$ cat src/rtl/rv32_pkg.sv
// Shared RV32 fetch definitions: widths, NOP encoding, reset PC default and the queue entry layout.
package rv32_pkg;

    localparam int XLEN = 32;
    localparam int ILEN = 32;

    localparam logic [ILEN-1:0] NOP_INSTR    = 32'h0000_0013;
    localparam logic [XLEN-1:0] RESET_PC_DEF = 32'h0000_0000;

    typedef struct packed {
        logic [XLEN-1:0] pc;
        logic [ILEN-1:0] instr;
    } fq_entry_t;

    function automatic logic [XLEN-1:0] word_align(input logic [XLEN-1:0] a);
        return {a[XLEN-1:2], 2'b00};
    endfunction

endpackage

$ cat src/rtl/fetch_queue_if.sv
// Fetch unit bundle: imem request/response channel, decode handshake and execute redirect.
interface fetch_queue_if;
    import rv32_pkg::*;

    logic            imem_req_valid;
    logic            imem_req_ready;
    logic [XLEN-1:0] imem_req_addr;
    logic            imem_resp_valid;
    logic [ILEN-1:0] imem_resp_data;
    logic            instr_valid;
    logic            instr_ready;
    logic [ILEN-1:0] instr_out;
    logic [XLEN-1:0] pc_out;
    logic            redirect;
    logic [XLEN-1:0] redirect_pc;

    modport master (
        output imem_req_valid, imem_req_addr, instr_valid, instr_out, pc_out,
        input  imem_req_ready, imem_resp_valid, imem_resp_data, instr_ready, redirect, redirect_pc
    );

    modport slave (
        input  imem_req_valid, imem_req_addr, instr_valid, instr_out, pc_out,
        output imem_req_ready, imem_resp_valid, imem_resp_data, instr_ready, redirect, redirect_pc
    );

endinterface

$ cat src/rtl/fetch_fifo.sv
// Synchronous FIFO with count; push and pop in the same cycle are legal even when full.
// Data visible one cycle after push; push while full without pop and pop while empty are ignored.
module fetch_fifo #(
    parameter int WIDTH = 64,
    parameter int DEPTH = 4
) (
    input  logic                       clk,
    input  logic                       rst,
    input  logic                       i_push,
    input  logic [WIDTH-1:0]           i_push_dat,
    input  logic                       i_pop,
    input  logic                       i_flush,
    output logic [WIDTH-1:0]           o_dat,
    output logic [$clog2(DEPTH+1)-1:0] o_count
);
    localparam int AW = $clog2(DEPTH);
    localparam int CW = $clog2(DEPTH + 1);

    logic [WIDTH-1:0] r_mem [DEPTH];
    logic [AW-1:0]    r_wr_ptr;
    logic [AW-1:0]    r_rd_ptr;
    logic [CW-1:0]    r_count;

    logic             w_full;
    logic             w_empty;
    logic             w_push;
    logic             w_pop;

    assign w_full  = (r_count == CW'(DEPTH));
    assign w_empty = (r_count == '0);
    assign w_pop   = i_pop && !w_empty;
    assign w_push  = i_push && (!w_full || w_pop);

    always_ff @(posedge clk or negedge rst) begin
        if (!rst) begin
            r_wr_ptr <= '0;
            r_rd_ptr <= '0;
            r_count  <= '0;
        end else if (i_flush) begin
            r_wr_ptr <= '0;
            r_rd_ptr <= '0;
            r_count  <= '0;
        end else begin
            if (w_push) r_wr_ptr <= r_wr_ptr + 1'b1;
            if (w_pop)  r_rd_ptr <= r_rd_ptr + 1'b1;
            case ({w_push, w_pop})
                2'b10:   r_count <= r_count + 1'b1;
                2'b01:   r_count <= r_count - 1'b1;
                default: r_count <= r_count;
            endcase
        end
    end

    always_ff @(posedge clk) begin
        if (w_push && !i_flush) r_mem[r_wr_ptr] <= i_push_dat;
    end

    assign o_dat   = r_mem[r_rd_ptr];
    assign o_count = r_count;

endmodule

$ cat src/rtl/fetch_queue.sv
// Instruction prefetch queue: issues sequential imem fetches under a credit limit, buffers {pc,instr} for decode.
// Req->instr_valid = imem latency + 1; decode stalls back-pressure via reserved credits, redirect flushes and drops in-flight beats.
module fetch_queue
    import rv32_pkg::*;
#(
    parameter int              DEPTH    = 4,
    parameter int              MAX_OUT  = 2,
    parameter logic [XLEN-1:0] RESET_PC = RESET_PC_DEF
) (
    input  logic          clk,
    input  logic          rst,
    fetch_queue_if.master bus
);
    localparam int CW = $clog2(DEPTH + 1);
    localparam int OW = $clog2(MAX_OUT + 1);
    localparam int TW = (MAX_OUT > 1) ? $clog2(MAX_OUT) : 1;

    logic [XLEN-1:0] r_fetch_pc;
    logic [OW-1:0]   r_out_cnt;
    logic [OW-1:0]   r_drop_cnt;
    logic [XLEN-1:0] r_tag_mem [MAX_OUT];
    logic [TW-1:0]   r_tag_wr;
    logic [TW-1:0]   r_tag_rd;

    logic [CW-1:0]   w_occ;
    logic [CW:0]     w_credit;
    logic            w_req_vld;
    logic            w_req_hs;
    logic            w_resp_any;
    logic            w_resp_keep;
    logic            w_pop;
    logic            w_instr_vld;
    logic [OW-1:0]   w_out_nxt;
    fq_entry_t       w_push_dat;
    fq_entry_t       w_head;

    function automatic logic [TW-1:0] tag_inc(input logic [TW-1:0] p);
        return (p == TW'(MAX_OUT - 1)) ? '0 : p + 1'b1;
    endfunction

    // Queued entries plus in-flight requests must fit, so every response has a slot.
    assign w_credit  = (CW+1)'(w_occ) + (CW+1)'(r_out_cnt);
    assign w_req_vld = rst && !bus.redirect && (r_drop_cnt == '0)
                       && (r_out_cnt < OW'(MAX_OUT))
                       && (w_credit < (CW+1)'(DEPTH));
    assign w_req_hs  = w_req_vld && bus.imem_req_ready;

    // A beat with nothing outstanding cannot belong to us; ignoring it keeps the counters sane.
    assign w_resp_any  = bus.imem_resp_valid && (r_out_cnt != '0);
    assign w_resp_keep = w_resp_any && (r_drop_cnt == '0) && !bus.redirect;

    assign w_instr_vld = (w_occ != '0);
    assign w_pop       = w_instr_vld && bus.instr_ready && !bus.redirect;

    always_comb begin
        w_out_nxt = r_out_cnt;
        case ({w_req_hs, w_resp_any})
            2'b10:   w_out_nxt = r_out_cnt + 1'b1;
            2'b01:   w_out_nxt = r_out_cnt - 1'b1;
            default: w_out_nxt = r_out_cnt;
        endcase
    end

    always_ff @(posedge clk or negedge rst) begin
        if (!rst) begin
            r_fetch_pc <= RESET_PC;
            r_out_cnt  <= '0;
            r_drop_cnt <= '0;
            r_tag_wr   <= '0;
            r_tag_rd   <= '0;
        end else begin
            r_out_cnt <= w_out_nxt;
            if (bus.redirect) begin
                r_fetch_pc <= word_align(bus.redirect_pc);
                r_drop_cnt <= r_out_cnt - OW'(w_resp_any);
                r_tag_wr   <= '0;
                r_tag_rd   <= '0;
            end else begin
                if (w_req_hs) begin
                    r_fetch_pc <= r_fetch_pc + 32'd4;
                    r_tag_wr   <= tag_inc(r_tag_wr);
                end
                if (w_resp_any && (r_drop_cnt != '0)) r_drop_cnt <= r_drop_cnt - 1'b1;
                if (w_resp_keep)                      r_tag_rd   <= tag_inc(r_tag_rd);
            end
        end
    end

    always_ff @(posedge clk) begin
        if (w_req_hs) r_tag_mem[r_tag_wr] <= r_fetch_pc;
    end

    assign w_push_dat.pc    = r_tag_mem[r_tag_rd];
    assign w_push_dat.instr = bus.imem_resp_data;

    fetch_fifo #(
        .WIDTH ($bits(fq_entry_t)),
        .DEPTH (DEPTH)
    ) u_fifo (
        .clk        (clk),
        .rst        (rst),
        .i_push     (w_resp_keep),
        .i_push_dat (w_push_dat),
        .i_pop      (w_pop),
        .i_flush    (bus.redirect),
        .o_dat      (w_head),
        .o_count    (w_occ)
    );

    assign bus.imem_req_valid = w_req_vld;
    assign bus.imem_req_addr  = r_fetch_pc;
    assign bus.instr_valid    = w_instr_vld;
    assign bus.instr_out      = w_instr_vld ? w_head.instr : NOP_INSTR;
    assign bus.pc_out         = w_instr_vld ? w_head.pc    : '0;

endmodule
$ cat src/flat_wrapper.sv
// flat-port wrapper written by rule: the top's interface ports become plain ports
module fetch_queue_flat import rv32_pkg::*;
#(
    parameter int              DEPTH    = 4,
    parameter int              MAX_OUT  = 2,
    parameter logic [XLEN-1:0] RESET_PC = RESET_PC_DEF
)
  (clk, rst, bus_imem_req_valid, bus_imem_req_addr, bus_instr_valid, bus_instr_out, bus_pc_out, bus_imem_req_ready, bus_imem_resp_valid, bus_imem_resp_data, bus_instr_ready, bus_redirect, bus_redirect_pc);
  fetch_queue_if bus_i ();
  input  logic clk;
  input  logic rst;
  output wire logic [$bits(bus_i.imem_req_valid)-1:0] bus_imem_req_valid;
  output wire logic [$bits(bus_i.imem_req_addr)-1:0] bus_imem_req_addr;
  output wire logic [$bits(bus_i.instr_valid)-1:0] bus_instr_valid;
  output wire logic [$bits(bus_i.instr_out)-1:0] bus_instr_out;
  output wire logic [$bits(bus_i.pc_out)-1:0] bus_pc_out;
  input wire logic [$bits(bus_i.imem_req_ready)-1:0] bus_imem_req_ready;
  input wire logic [$bits(bus_i.imem_resp_valid)-1:0] bus_imem_resp_valid;
  input wire logic [$bits(bus_i.imem_resp_data)-1:0] bus_imem_resp_data;
  input wire logic [$bits(bus_i.instr_ready)-1:0] bus_instr_ready;
  input wire logic [$bits(bus_i.redirect)-1:0] bus_redirect;
  input wire logic [$bits(bus_i.redirect_pc)-1:0] bus_redirect_pc;
  assign bus_imem_req_valid = bus_i.imem_req_valid;
  assign bus_imem_req_addr = bus_i.imem_req_addr;
  assign bus_instr_valid = bus_i.instr_valid;
  assign bus_instr_out = bus_i.instr_out;
  assign bus_pc_out = bus_i.pc_out;
  assign bus_i.imem_req_ready = bus_imem_req_ready;
  assign bus_i.imem_resp_valid = bus_imem_resp_valid;
  assign bus_i.imem_resp_data = bus_imem_resp_data;
  assign bus_i.instr_ready = bus_instr_ready;
  assign bus_i.redirect = bus_redirect;
  assign bus_i.redirect_pc = bus_redirect_pc;
  fetch_queue #(.DEPTH(DEPTH), .MAX_OUT(MAX_OUT), .RESET_PC(RESET_PC)) u_core (.clk(clk), .rst(rst), .bus(bus_i));
endmodule
$ cat config.mk
export PLATFORM = sky130hd
export DESIGN_NAME = fetch_queue_flat
export DESIGN_NICKNAME = d
export VERILOG_FILES = /design/src/rtl/rv32_pkg.sv /design/src/rtl/fetch_queue_if.sv /design/src/rtl/fetch_fifo.sv /design/src/rtl/fetch_queue.sv /design/src/flat_wrapper.sv
export SDC_FILE = /design/constraint.sdc
export NUM_CORES = 1
export LEC_CHECK = 0
export CAP_MARGIN = 20
export CORE_ASPECT_RATIO = 1.25
export CORE_MARGIN = 2
export CORE_UTILIZATION = 35
export CTS_CLUSTER_DIAMETER = 40
export DETAILED_ROUTE_END_ITERATION = 12
export DONT_BUFFER_PORTS = 1
export HOLD_SLACK_MARGIN = 0.03
export SYNTH_ARGS = -nofsm -noshare
export SYNTH_HDL_FRONTEND = slang
export SYNTH_SLANG_ARGS = --single-unit
$ cat constraint.sdc
create_clock -name clk -period 9.3 [get_ports clk]
set_input_delay 2.325 -clock clk [delete_from_list [all_inputs] [get_ports clk]]
set_output_delay 2.325 -clock clk [all_outputs]
set_load 0.01 [all_outputs]
# [After elaboration in Yosys (flattened, before gate mapping)]
# Memories as Yosys holds them, arrays and structs flattened.
# Index checks and enable logic that the tools add are counted.
[op_classes] n_addsub=12 order_cmp=2 n_eq_ne=5 n_mux=23 reduce_logical=30
[ops] op="$mux W32" count=4
[ops] op="$add A32 B3 Y32 const B" count=1
[ops] op="$reduce_bool A2 Y1" count=8
[ops] op="$logic_and A1 B1 Y1" count=14
[ops] op="$mux W2" count=6
[ops] op="$mux W1" count=10
[ops] op="$add A2 B1 Y2 const B" count=3
[ops] op="$pmux W3 S2" count=1
[ops] op="$reduce_bool A3 Y1" count=2
[ops] op="$add A3 B2 Y4" count=1
[ops] op="$eq A2 B1 Y1 const B" count=2
[ops] op="$eq A2 B2 Y1 const B" count=2
[ops] op="$lt A4 B3 Y1 const B" count=1
[ops] op="$pmux W2 S2" count=1
[ops] op="$sub A2 B1 Y2 const B" count=2
[ops] op="$add A3 B1 Y3 const B" count=1
[ops] op="$eq A3 B3 Y1 const B" count=1
[ops] op="$logic_not A1 Y1" count=3
[ops] op="$logic_not A3 Y1" count=1
[ops] op="$mux W3" count=1
[ops] op="$sub A3 B1 Y3 const B" count=1
[ops] op="$add A1 B1 Y1 const B" count=2
[ops] op="$logic_not A2 Y1" count=1
[ops] op="$lt A2 B2 Y1 const B" count=1
[ops] op="other kinds (2)" count=2
[word_totals] reg_bits=45 ramBits=320 input_bits=70 word_cells=82 memories=2
[mem_list] name="u_core.u_fifo.r_mem" depth=4 width=64 read_ports=1 rd_clocked_by_memory_dff=0 write_ports=1 line_no="fetch_fifo.sv:19" source="logic [WIDTH-1:0] r_mem [DEPTH];"
[mem_list] name="u_core.r_tag_mem" depth=2 width=32 read_ports=1 rd_clocked_by_memory_dff=0 write_ports=1 line_no="fetch_queue.sv:21" source="logic [XLEN-1:0] r_tag_mem [MAX_OUT];"

# [Depth between registers and ports, before layout]
# Gate-level depths: netlist (run 1).
[logic_depth] word_depth=9 depth_mapped=10 ltp_nobuf=10

# [Cells and area by module]
# A second synthesis (run 1) with hierarchy kept.
[unflattened] hier_cells=835 hier_area_um2=14661.6
[modules_own_cells] mod="fetch_fifo" n_inst=1 cells_each=399 area_per_inst_um2=9795.6 seq_area_each_um2=7862.5
[modules_own_cells] mod="fetch_queue" n_inst=1 cells_each=436 area_per_inst_um2=4865.9 seq_area_each_um2=2702.6

# [Worst setup path after synthesis (run 1)]
# Ideal clock, no wire load.
[synth_path] path_type="input-to-output" from="input port bus_redirect" to="output port bus_imem_req_valid" arrival_time_ps=2821 slack_ps=4154 stages=2 cell_sequence="nor4b_2 -> and3_1"
[synth_via] elab_chain_cells=5
[synth_rtl] element="from (decl)" line_no="flat_wrapper.sv:21" source="input wire logic [$bits(bus_i.redirect)-1:0] bus_redirect;"
[synth_rtl] element="$logic_not A1 Y1" line_no="fetch_queue.sv:43" source="assign w_req_vld = rst && !bus.redirect && (r_drop_cnt == '0)"
[synth_rtl] element="$logic_and A1 B1 Y1 (2 in a row)" line_no="fetch_queue.sv:43"
[synth_rtl] element="$logic_and A1 B1 Y1" line_no="fetch_queue.sv:44" source="&& (r_out_cnt < OW'(MAX_OUT))"
[synth_rtl] element="$logic_and A1 B1 Y1" line_no="fetch_queue.sv:45" source="&& (w_credit < (CW+1)'(DEPTH));"
[synth_rtl] element="to (decl)" line_no="flat_wrapper.sv:12" source="output wire logic [$bits(bus_i.imem_req_valid)-1:0] bus_imem_req_valid;"
# Every way passes these cells.

# [Worst setup path in the final report (run 1)]
[layout_path] from="register u_core.u_fifo.r_rd_ptr[0]" to="output port bus_instr_out[1]"
[layout_via] elab_chain_cells=2
[layout_rtl] element="from (decl)" line_no="fetch_fifo.sv:21" source="logic [AW-1:0] r_rd_ptr;"
[layout_rtl] element="from (signal assigned)" line_no="fetch_fifo.sv:45" source="if (w_pop) r_rd_ptr <= r_rd_ptr + 1'b1;"
[layout_rtl] element="$mem_v2 Z4 W64"
[layout_rtl] element="$mux W32" line_no="fetch_queue.sv:113" source="assign bus.instr_out = w_instr_vld ? w_head.instr : NOP_INSTR;"
[layout_rtl] element="to (decl)" line_no="flat_wrapper.sv:15" source="output wire logic [$bits(bus_i.instr_out)-1:0] bus_instr_out;"
# Every way passes these cells.

==> flow_metrics.env, run 1 <==
export IMPL_syn_inst=791
export IMPL_grt_start_max_net_pins=64
export IMPL_finClkSkew_ns=0.01176
export IMPL_critical_path_depth=3
export IMPL_fillerInstances=3623
export IMPL_finalCriticalPeriod_ns=5.353
export IMPL_maxUsedRoutingLayer="met4"
export IMPL_post_cts_setup_buffers=0
export IMPL_initial_core_util=0.3549
export IMPL_drt_wl_total_um=30090
export IMPL_grt_pass1_wl_um=45550
export IMPL_die_area_um2=42420
export IMPL_yosys_warnings=0
export IMPL_grt_overflow_total=0
export IMPL_syn_cell_area_um2=14270
export IMPL_timing_final_crit_share=0.5756
export IMPL_cts_htree_levels=2
export IMPL_ys_ff_latch=351
export IMPL_worstMarginPinSlew_ns=1.073
export IMPL_mostFrequentLayoutCells="edfxtp_1, and2_1, mux4_2, clkbuf_16, dfrtp_1"
export IMPL_rows=82
export IMPL_path_clk_slew_ns=0.06
export IMPL_area_delta_synth_final_pct=16.29
export IMPL_finish_net_count=887
export IMPL_path_class="reg -> out"
export IMPL_routed_via_count=7008
export IMPL_kind_of_cell_with_the_highest_combined_delay_on_the_critical_path="buffers and inverters"
export IMPL_worst_ir_drop_vdd_mv=0.1556
export IMPL_drt_pre_antenna_iters=7
export IMPL_min_delay_path_depth=1
export IMPL_post_synth_top_area_fraction=0.6480
export IMPL_worst_path_max_delay_cell="buf_4"
export IMPL_postSynth_topFlopCell="edfxtp_1"
export IMPL_dr_wl_met2_um=15090
export IMPL_post_synth_edffs=308
export IMPL_detail_route_wirelength_met1_um=12220
export IMPL_final_max_slew_viol_count=0
export IMPL_floorplan_io_pins=168
export IMPL_syn_avg_cell_area_um2=18.05
export IMPL_holdCritPathClass="reg -> reg"
export IMPL_path_max_fanout=45
export IMPL_cp_arrival_ns=3.03
export IMPL_timing_critical_path_cells="buf_4 -> mux4_2 -> or2_2"
export IMPL_cp_buffers_inverters=1
export IMPL_clk_insertion_delay_late_ns=0.54
export IMPL_cp_start_kind="flip-flop"
export IMPL_timing_critical_path_required_ns=6.98
export IMPL_ys_seq_area_frac=0.7234
export IMPL_leakagePower_uw=0.005443
export IMPL_status="completed"
export IMPL_vias_in_the_first_global_route=7418
export IMPL_post_synth_top_area_cell="edfxtp_1"
export IMPL_crit_path_end_kind="output pin"
export IMPL_initialDrtViolationCount=365
export IMPL_tritoncts_clock_tree="yes"
export IMPL_power_density_nw_per_um2=263.0
export IMPL_cts_sinks=351
export IMPL_post_dp_hpwl_um=17180
export IMPL_final_routed_drc_violation_total=0
export IMPL_antenna_found_initial=0
export IMPL_routabilityCongestion=0.7849
export IMPL_coreArea_um2=40220
export IMPL_layout_commonest_cell="edfxtp_1"
export IMPL_maxCapViolCount=0
export IMPL_cts_buffers=46
export IMPL_track_usage=0.1436
export IMPL_drive_gt1_frac=0.2476
export IMPL_ant_nets=0
export IMPL_hold_worst_slack_ns=0.5510
export IMPL_post_cts_resize_count=0
export IMPL_cts_path_max_buffers=3
export IMPL_fmax_ghz=0.1868
export IMPL_io_buffers=0
export IMPL_chipWidth_um=184.6
export IMPL_rsz_0062_raised_after_global_routing="no"
export IMPL_final_hold_viol_count=0
export IMPL_timing_critical_path_slowest_cell_delay_ns=0.84
export IMPL_clockRootBuffer="clkbuf_16"
export IMPL_met3_length_um=2165
export IMPL_totalNegativeSetupSlack_ns=0
export IMPL_yosysUniqueCellTypes=59
export IMPL_hold_buffers=0
export IMPL_drt_wirelength_per_cell_um=21.65
export IMPL_yosys_top_cells_area="edfxtp_1, mux4_2, dfrtp_1"
export IMPL_number_of_inserted_diodes=0
export IMPL_path_depth_of_the_worst_reg2reg_path=5
export IMPL_timing_max_slew_rel_slack=0.2844
export IMPL_fp_dieH_um=229.8
export IMPL_ys_async_rst_share=0.1225
export IMPL_vias_per_cell=5.042
export IMPL_timing_final_setup_violations=0
layer usage:
layer,up-vias,global-route usage
li1,3150,-
met1,3610,0.1733
met2,209,0.2452
met3,39,0.04435
met4,0,0.04489
met5,-,0
cells by family (layout without fill, tap and decap cells):
family                   count (synthesis)  after routing  synth area share
flip-flops                             351            351            0.7234
AND/OR/NAND/NOR                        199            199           0.08187
multiplexers                           102            102            0.1288
AO/OA/AOI/OAI                           58             58           0.02902
buffers and inverters                   55            105           0.01823
XOR/XNOR                                15             15          0.009204
adder cells (fa/ha/maj)                 10             10          0.009292
other                                    1              4         0.0002627
flip-flops by register name, summed over array words and instances (netlist names):
register / count
u_core.r_tag_wr: 1
u_core.u_fifo.r_rd_ptr: 2
u_core.bus.imem_req_addr: 30
u_core.u_fifo.r_wr_ptr: 2
u_core.u_fifo.r_mem: 248
u_core.r_out_cnt: 2
u_core.r_tag_mem: 60
u_core.u_fifo.o_count: 3
u_core.r_tag_rd: 1
u_core.r_drop_cnt: 2
path summary, 6_finish.rpt:
kind                            slack, ns                      start                            to
worst min register to register       0.55  u_core.u_fifo.r_wr_ptr[0]     u_core.u_fifo.r_wr_ptr[0]
max in group asynchronous            7.73                        rst     u_core.u_fifo.r_rd_ptr[1]
worst max register to register       6.38       u_core.r_drop_cnt[0]    u_core.u_fifo.r_mem[0][16]
worst min-delay path                 0.55  u_core.u_fifo.r_wr_ptr[0]     u_core.u_fifo.r_wr_ptr[0]
min in group asynchronous            1.47                        rst  u_core.bus.imem_req_addr[11]
worst max-delay path                 3.95  u_core.u_fifo.r_rd_ptr[0]              bus_instr_out[1]
through the flow:
step / cell area, um2 / total power [uW] / worst slack (ns) / cells / utilization
floorplan: 14290 / 2342 / 4.154 / 794 / -
global placement: 14810 / 2476 / 4.105 / 1302 / 0.3683
detailed placement: 14810 / 2489 / 4.098 / 1302 / 0.3683
CTS: 16520 / 4437 / 3.782 / 1387 / 0.4107
global route: 16600 / 4549 / 3.676 / 1390 / 0.4127
finish: 16600 / 4365 / 3.947 / 1390 / 0.4127
power breakdown:
part / leakage (uW) / switching [uW] / internal [uW]
logic: 0.00131 / 290 / 219
registers: 0.00331 / 89.6 / 1840
clock network: 0.000822 / 719 / 1210
cells in the mapped netlist, drive strengths merged, types with 6 or more instances:
cell type	instances
nor3	6
inv	13
nand2	40
nor4	6
o21ai	18
nand3	26
or3	6
mux4	62
nor2	23
and2	67
xor2	6
edfxtp	308
dfrtp	43
mux2i	7
mux2	33
ha	9
xnor2	9
buf	21
o211ai	9
o311ai	7
clkbuf	21
cell type report:
class | count | area [um2] | area share
Sequential cell | 351 | 10330 | 0.6225
Multi-Input combinational cell | 388 | 3717 | 0.2240
Clock buffer | 51 | 1201 | 0.07237
Tap cell | 546 | 683.2 | 0.04116
Clock inverter | 34 | 503.0 | 0.03030
Timing Repair Buffer | 7 | 112.6 | 0.006784
Inverter | 13 | 48.80 | 0.002940
No activity file was read; power rests on OpenSTA's default activity.
==> inputs of run 2 (changes only) <==
==> constraint.sdc (replaced) <==
create_clock -name clk -period 4.6 [get_ports clk]
set_input_delay 1.15 -clock clk [delete_from_list [all_inputs] [get_ports clk]]
set_output_delay 1.15 -clock clk [all_outputs]
set_load 0.01 [all_outputs]
==> flow_metrics.env, run 2 (synthesized netlist as in run 1, its figures left out) <==
export IMPL_status="completed"
export IMPL_ant_nets=0
export IMPL_path_clk_slew_ns=0.06
export IMPL_post_cts_resize_count=0
export IMPL_grt_start_max_net_pins=63
export IMPL_register_area_um2=10330
export IMPL_fp_dieH_um=229.8
export IMPL_multi_input_comb_area_um2=3717
export IMPL_layout_commonest_cell="edfxtp_1"
export IMPL_final_max_slew_viol_count=0
export IMPL_rows=82
export IMPL_fmax_ghz=0.2697
export IMPL_place_worst_setup_slack_ns=1.163
export IMPL_chipWidth_um=184.6
export IMPL_post_cts_setup_buffers=0
export IMPL_finClkSkew_ns=0.01134
export IMPL_path_class="reg -> out"
export IMPL_floorplan_io_pins=168
export IMPL_path_max_fanout=24
export IMPL_antenna_found_initial=2
export IMPL_track_usage=0.1456
export IMPL_timing_critical_path_to="bus_instr_out[9]"
export IMPL_grt_pass1_wl_um=46040
export IMPL_largest_register_by_flop_count="u_core.u_fifo.r_mem"
export IMPL_timing_final_crit_share=0.8060
export IMPL_totalNegativeSetupSlack_ns=0
export IMPL_drt_wl_total_um=30190
export IMPL_timing_max_slew_rel_slack=0.2799
export IMPL_routabilityCongestion=0.7658
export IMPL_dpl_cell_count=1311
export IMPL_die_area_um2=42420
export IMPL_cts_buffers=45
export IMPL_drt_wirelength_per_cell_um=21.64
export IMPL_cp_arrival_ns=2.56
export IMPL_vias_in_the_first_global_route=7390
export IMPL_crit_path_end_kind="output pin"
export IMPL_rrSetupSlack_ns=1.80
export IMPL_io_buffers=0
export IMPL_finalPower_uw=8306
export IMPL_coreArea_um2=40220
export IMPL_drt_pre_antenna_iters=4
export IMPL_final_cell_count_no_fill=1395
export IMPL_post_route_worst_setup_slack_ns=0.8924
export IMPL_routed_via_count=7000
export IMPL_maxCapViolCount=0
export IMPL_path_depth_of_the_worst_reg2reg_path=6
export IMPL_fillerInstances=3669
export IMPL_power_density_nw_per_um2=506.1
export IMPL_drive_gt1_frac=0.2441
export IMPL_final_hold_viol_count=0
export IMPL_leakagePower_uw=0.005368
export IMPL_clockRootBuffer="clkbuf_16"
export IMPL_worst_ir_drop_vdd_mv=0.3406
export IMPL_clk_insertion_delay_late_ns=0.55
export IMPL_worstMarginPinSlew_ns=1.076
export IMPL_timing_final_setup_violations=0
export IMPL_post_dp_hpwl_um=18560
export IMPL_mostFrequentLayoutCells="edfxtp_1, and2_1, mux4_2, clkbuf_16, dfrtp_1"
export IMPL_tritoncts_clock_tree="yes"
export IMPL_finalCriticalPeriod_ns=3.708
export IMPL_cts_sinks=351
export IMPL_largest_reg_flops=248
export IMPL_vias_per_cell=5.018
export IMPL_cts_path_max_buffers=3
export IMPL_rsz_0062_raised_after_global_routing="no"
export IMPL_cts_htree_levels=2
export IMPL_area_delta_synth_final_pct=14.97
export IMPL_critical_path_reg2reg_startpoint="u_core.r_drop_cnt[0]"
export IMPL_final_routed_drc_violation_total=0
export IMPL_critPathLaunch="u_core.u_fifo.r_rd_ptr[0]"
export IMPL_holdCritPathClass="in -> async"
export IMPL_timing_critical_path_required_ns=3.45
export IMPL_hold_buffers=0
export IMPL_finish_net_count=892
export IMPL_cp_start_kind="flip-flop"
export IMPL_initial_core_util=0.3549
export IMPL_grt_overflow_total=0
export IMPL_initialDrtViolationCount=376
export IMPL_reg2reg_to="u_core.u_fifo.r_mem[3][5]"
run 2: changes by cell type in the layout (fill, tap and decap cells not counted):
cell,before,now
clkbuf_1,3,7
buf_12,0,6
bufinv_16,9,2
clkinvlp_4,3,2
diode_2,0,1
inv_8,5,3
buf_4,4,7
clkbuf_8,1,0
clkinv_4,5,4
clkinv_2,0,8
clkinv_1,2,4
clkinv_8,2,0
inv_6,8,6
buf_16,3,0
run 2: final cells by class:
cell class,count,area share
Sequential cell,351,0.6296
Multi-Input combinational cell,388,0.2265
Clock buffer,54,0.07327
Tap cell,546,0.04163
Clock inverter,29,0.01532
Timing Repair Buffer,13,0.01052
Inverter,13,0.002973
Antenna cell,1,0.0001525
run 2: worst min-delay path by stage:
stage	start	to	slack, ns	cells past startpoint
after floorplan	u_core.u_fifo.r_wr_ptr[0]	u_core.u_fifo.r_wr_ptr[0]	0.50	1
after global placement	u_core.u_fifo.r_wr_ptr[0]	u_core.u_fifo.r_wr_ptr[0]	0.53	1
after detailed placement	u_core.u_fifo.r_wr_ptr[0]	u_core.u_fifo.r_wr_ptr[0]	0.53	1
after CTS	rst	u_core.u_fifo.r_rd_ptr[0]	0.26	0
after global routing	rst	u_core.u_fifo.r_rd_ptr[1]	0.27	0
final	rst	u_core.bus.imem_req_addr[29]	0.29	0
run 2: critical path, cell delays in order, from the launching register on:
cell	delay, ns
dfrtp_4	0.76
buf_4	0.45
mux4_2	0.57
and2_1	0.20
run 2: layer usage:
layer,vias to the layer above,share of wire,GRT usage
li1,3155,-,-
met1,3577,0.40,0.1767
met2,215,0.51,0.2480
met3,53,0.074,0.04260
met4,0,0.023,0.04886
met5,-,0,0
run 2: power breakdown:
| group | leakage (uW) | internal (uW) | total [uW] | switching, uW |
|---|---|---|---|---|
| logic | 0.00134 | 458 | 1030 | 567 |
| clock network | 0.000715 | 2010 | 3370 | 1360 |
| registers | 0.00331 | 3710 | 3910 | 200 |
| total | 0.00537 | 6180 | 8310 | 2130 |
run 2: metrics by stage:
step	area [um2]	hold slack [ns]	util
floorplan	14290	0.5033	-
CTS	16410	0.2624	0.4080
global route	16410	0.2664	0.4080
detailed placement	14950	0.5337	0.3718
global placement	14950	0.5266	0.3718
finish	16410	0.2947	0.4080
==> inputs of run 3 (changes only) <==
==> constraint.sdc (replaced) <==
create_clock -name clk -period 3.1 [get_ports clk]
set_input_delay 0.775 -clock clk [delete_from_list [all_inputs] [get_ports clk]]
set_output_delay 0.775 -clock clk [all_outputs]
set_load 0.01 [all_outputs]
==> flow_metrics.env, run 3 (synthesized netlist as in run 1, its figures left out) <==
export IMPL_final_cell_count_no_fill=1407
export IMPL_finish_net_count=908
export IMPL_grt_overflow_total=0
export IMPL_number_of_inserted_diodes=0
export IMPL_timing_critical_path_slowest_cell_delay_ns=0.80
export IMPL_timing_critical_path_cells="buf_12 -> mux4_2 -> and2_1"
export IMPL_rrSetupSlack_ns=0.69
export IMPL_maxCapViolCount=0
export IMPL_worst_ir_drop_vdd_mv=0.3616
export IMPL_cts_buffers=43
export IMPL_rsz_0062_raised_after_global_routing="no"
export IMPL_drt_pre_antenna_iters=4
export IMPL_grt_met3_usage=0.04419
export IMPL_initialDrtViolationCount=346
export IMPL_status="completed"
export IMPL_clockRootBuffer="clkbuf_16"
export IMPL_rows=82
export IMPL_final_routed_drc_violation_total=0
export IMPL_antenna_found_initial=0
export IMPL_worst_path_max_delay_cell="dfrtp_4"
export IMPL_path_class="reg -> out"
export IMPL_holdCritPathClass="in -> async"
export IMPL_die_area_um2=42420
export IMPL_leakagePower_uw=0.005497
export IMPL_drive_gt1_frac=0.2602
export IMPL_power_density_nw_per_um2=753.2
export IMPL_reg2reg_to="u_core.u_fifo.o_count[2]"
export IMPL_cp_buffers_inverters=1
export IMPL_timing_final_setup_violations=0
export IMPL_crit_path_end_kind="output pin"
export IMPL_path_clk_slew_ns=0.06
export IMPL_grt_start_max_net_pins=48
export IMPL_finClkSkew_ns=0.01667
export IMPL_dpl_cell_count=1327
export IMPL_initial_core_util=0.3549
export IMPL_coreArea_um2=40220
export IMPL_fp_dieH_um=229.8
export IMPL_path_depth_of_the_worst_reg2reg_path=9
export IMPL_finalPower_uw=12580
export IMPL_track_usage=0.1458
export IMPL_vias_per_cell=4.994
export IMPL_timing_critical_path_required_ns=2.32
export IMPL_cts_sinks=351
export IMPL_layout_commonest_cell="edfxtp_1"
export IMPL_grt_use_met1=0.1794
export IMPL_worstMarginPinSlew_ns=0.6642
export IMPL_floorplan_io_pins=168
export IMPL_critical_path_reg2reg_startpoint="u_core.u_fifo.o_count[2]"
export IMPL_timing_final_crit_share=0.9412
export IMPL_ant_nets=0
export IMPL_cp_arrival_ns=2.14
export IMPL_final_hold_viol_count=0
export IMPL_final_max_slew_viol_count=0
export IMPL_totalNegativeSetupSlack_ns=0
export IMPL_largest_register_by_flop_count="u_core.u_fifo.r_mem"
export IMPL_tritoncts_clock_tree="yes"
export IMPL_chipWidth_um=184.6
export IMPL_most_used_routing_layer="met2"
export IMPL_routabilityCongestion=0.7268
export IMPL_routed_via_count=7027
export IMPL_post_dp_hpwl_um=19200
export IMPL_path_max_fanout=30
export IMPL_clk_insertion_delay_late_ns=0.54
export IMPL_mostFrequentLayoutCells="edfxtp_1, and2_1, mux4_2, clkbuf_16, dfrtp_1"
export IMPL_largest_reg_flops=248
export IMPL_cts_path_max_buffers=3
export IMPL_grt_met2_usage=0.2484
export IMPL_finalCriticalPeriod_ns=2.918
export IMPL_cts_htree_levels=2
export IMPL_area_delta_synth_final_pct=16.98
export IMPL_drt_wirelength_per_cell_um=21.59
export IMPL_drt_wl_total_um=30380
export IMPL_timing_max_slew_rel_slack=0.5552
export IMPL_io_buffers=0
export IMPL_grt_pass1_wl_um=46200
export IMPL_vias_in_the_first_global_route=7446
export IMPL_cp_start_kind="flip-flop"
export IMPL_fmax_ghz=0.3427
export IMPL_kind_of_cell_with_the_highest_combined_delay_on_the_critical_path="flip-flops"
run 3: changes by cell type in the layout (fill, tap and decap cells not counted), moves of 3 or more:
cell / previous run / this run
buf_4: 7 / 16
buf_12: 6 / 13
clkinv_2: 8 / 4
bufinv_16: 2 / 5
inv_6: 6 / 3
run 3: worst max path at each step:
stage	slack, ns	depth (start not counted)	start	to
after global routing	0.02	4	u_core.u_fifo.o_count[2]	bus_pc_out[24]
final	0.18	3	u_core.u_fifo.r_rd_ptr[1]	bus_pc_out[15]
after floorplan	0.31	5	bus_redirect	u_core.r_tag_mem[0][10]
after detailed placement	0.52	3	u_core.u_fifo.r_rd_ptr[0]	bus_instr_out[4]
after CTS	0.04	4	u_core.u_fifo.o_count[2]	bus_pc_out[24]
after global placement	0.53	3	u_core.u_fifo.r_rd_ptr[0]	bus_instr_out[4]
run 3: layout make-up:
class	instances	area [um2]
Multi-Input combinational cell	388	3717
Inverter	13	51.30
Timing Repair Buffer	31	419.2
Sequential cell	351	10330
Fill cell	3624	23520
Clock inverter	26	321.6
Tap cell	546	683.2
Clock buffer	52	1172
run 3: per-layer routing:
metal  part of all wire  vias to the layer above
li1                   -                     3185
met1               0.41                     3616
met2               0.50                      182
met3              0.065                       44
met4              0.021                        0
met5                  0                        -
run 3: what timing repair did:
item | 4_1_cts | 5_1_grt
resized for setup | 1 | 2
hold buffers | 1 | 0
buffers inserted | 1 | 0
endpoints found under the setup margin | 2 | 30
endpoints found under the hold margin | 43 | 0
run 3: through the flow:
step                      worst slack, ns    util  cell area, um2  hold WS [ns]
after floorplan                    0.3052       -           14290        0.4794
after global placement             0.5311  0.3770           15160        0.4810
after detailed placement           0.5155  0.3770           15160        0.4809
after CTS                         0.04307  0.4151           16690       0.06239
after global routing              0.02422  0.4152           16700       0.07665
final                              0.1821  0.4152           16700       0.08122
run 3: report_power, final:
group          leakage [uW]  total (uW)  switching, uW  internal (uW)
registers           0.00331        5740            232           5500
logic               0.00147        1690            940            750
clock network      0.000722        5150           1990           3160
==> edit, RTL diff (flow settings as in run 3) <==
`MAX_OUT` is set to 2 in 2 places; all go to 8.
--- a/src/rtl/fetch_queue.sv
+++ b/src/rtl/fetch_queue.sv
@@ -4,7 +4,7 @@
     import rv32_pkg::*;
 #(
     parameter int              DEPTH    = 4,
-    parameter int              MAX_OUT  = 2,
+    parameter int              MAX_OUT  = 8,
     parameter logic [XLEN-1:0] RESET_PC = RESET_PC_DEF
 ) (
     input  logic          clk,
--- a/src/flat_wrapper.sv
+++ b/src/flat_wrapper.sv
@@ -2,7 +2,7 @@
 module fetch_queue_flat import rv32_pkg::*;
 #(
     parameter int              DEPTH    = 4,
-    parameter int              MAX_OUT  = 2,
+    parameter int              MAX_OUT  = 8,
     parameter logic [XLEN-1:0] RESET_PC = RESET_PC_DEF
 )
   (clk, rst, bus_imem_req_valid, bus_imem_req_addr, bus_instr_valid, bus_instr_out, bus_pc_out, bus_imem_req_ready, bus_imem_resp_valid, bus_imem_resp_data, bus_instr_ready, bus_redirect, bus_redirect_pc);
Check against the original RTL: not equivalent (Yosys sat finds a counterexample within 4 cycles, from zero or initial values and one cycle with rst low).
==> edit against run 3 <==
Worst setup slack worse by 85 ps. Clock power up 56%. Via count up 51%. Total power up 52%. Wire length up 53%. Final area up 55%. Sequential cell count up 188. Synthesized area up 51%. Critical path type is now reg2reg.
==> edit: results (changes against run 3) <==
| Metric | Value |
|---|---|
| Vias/cell | 5.12 (+2.5%) |
| Share of cells above drive strength 1 | 29.9% (+3.9 points) |
| M1 WL | 19,400 um (+54%) |
| Outcome | finished clean |
| Hold Path Class | in2reg |
| Clock Latency Late Sink | 590 ps (+50 ps) |
| Slew margin rel. | 47.8% (-7.8 points) |
| Worst Reg2Reg Path Length in Cells | 11 (+2) |
| Synth cell count leaders | 488 x edfxtp_1, 122 x mux4_2, 68 x and2_1 |
| Pre-antenna DRT Iters | 5 (+1) |
| Wirelength, routed | 46,500 um (+53%) |
| Place WS | 34.5 ps (-481 ps) |
| Max VDD drop | 0.000473 V (+31%) |
| Post-synth EDFFs | 488 (+58%) |
| Met2 Routed Length | 23,400 um (+54%) |
| Asr flop ratio synth | 9.46% (-2.8 points) |
| Num CTS Buffers | 68 (+58%) |
| Post-synthesis sequential area ratio | 73.9% (+1.5 points) |
| Cell count after placement | 1,930 (+45%) |
| Critical path launch point | u_core.r_drop_cnt[0] |
| H-Tree Depth | 3 (+1) |
| DP Wirelength | 27,400 um (+42%) |
| Mean Syn Cell Area | 19.4 um2 (+7.8%) |
| Area contributors post-synth | edfxtp_1 68%, mux4_2 13%, dfrtp_1 5.9%, and2_1 2.0%, mux2_2 1.7% |
| Drt wl/cell | 22.4 um (+3.8%) |
| Max Clock Skew | 24.2 ps (+7.55 ps) |
| Crit path arrival time | 3290 ps (+1150 ps) |
| First-pass GRT wire length | 69,100 um (+50%) |
| Largest net degree at the start of global routing | 62 (+29%) |
| Tcrit/Tclk final | 96.9% (+2.8 points) |
| Filler Cell Count | 5,245 (+45%) |
| WL met3 | 2730 um (+38%) |
| FF-to-FF setup slack | 100 ps (-590 ps) |
| GRT Overall Usage | 14.7% (+0.13 points) |
| CP endpoint | u_core.r_tag_mem[5][29] |
| Final nets | 1,283 (+41%) |
| Seq cells post-synth | 539 (+54%) |
| Global placement routability congestion | 0.773 (+6.3%) |
| Lkg Pwr | 8.25 nW (+50%) |
edit: cells by family (layout without fill, tap and decap cells):
kind of cell | Yosys count | in the layout | share of synthesized area [%]
adders and majority gates | 19 | 19 | 1.14
and+or+nand+nor | 226 | 226 | 5.84
buffers and inverters | 72 | 208 | 1.43
muxes | 161 | 161 | 14.7
xor gates and xnor gates | 18 | 18 | 0.731
other | 1 | 4 | 0.0174
DFF | 539 | 539 | 73.9
AOI/OAI and AO/OA | 73 | 73 | 2.23
edit: cell type report:
cell class / count / area share, %
clock inverters: 47 / 2.13
repair buffers: 69 / 3.65
multi-input cells: 501 / 21.3
clock buffers: 77 / 6.93
well taps: 824 / 4.00
flip-flops and latches: 539 / 61.8
inverters: 15 / 0.228
edit: worst min-delay path by stage:
stage / slack, ps / depth (start not counted) / end
5_1_grt: 220 / 1 / u_core.r_tag_rd[0]
4_1_cts: 200 / 1 / u_core.r_tag_rd[0]
2_1_floorplan: 480 / 0 / u_core.bus.imem_req_addr[10]
3_5_place_dp: 480 / 0 / u_core.bus.imem_req_addr[26]
6_report: 260 / 1 / u_core.r_tag_rd[0]
3_3_place_gp: 480 / 0 / u_core.bus.imem_req_addr[26]
edit: power breakdown:
part           total (mW)  internal (mW)  switching, mW
combinational        2.66           1.29           1.37
sequential           8.47           8.18          0.286
clock                8.02           4.90           3.11
total                19.1           14.4           4.77
edit: repair_timing:
action                                 4_1_cts  5_1_grt
endpoints found under the hold margin       51        0
hold buffers                                 2        0
resized for setup                            7        7
cloned                                       2        2
setup endpoints to repair                   63      205
buffers inserted                             1       11
pin swaps                                    2        2
edit: routing by layer:
layer	global-route usage (%)	vias to the layer above
met3	3.40	62
met1	18.8	5588
li1	-	4664
met4	4.86	0
met2	24.7	295
met5	0	-
edit: critical path, stage by stage (launching register included):
cell       delay [ps]
dfrtp_1           410
inv_2              90
ha_4              140
or4b_4            490
nor4b_4           310
buf_4             170
and2_1            150
buf_4             210
nand2_4           120
nor3b_4           270
buf_12            160
clkbuf_16         190
edit: metrics by stage:
step                      utilization (%)  cell area [um2]
final                                42.4            25800
after floorplan                         -            21700
after detailed placement             38.1            23100
after global placement               38.1            23100
after CTS                            42.1            25600
after global routing                 42.4            25800
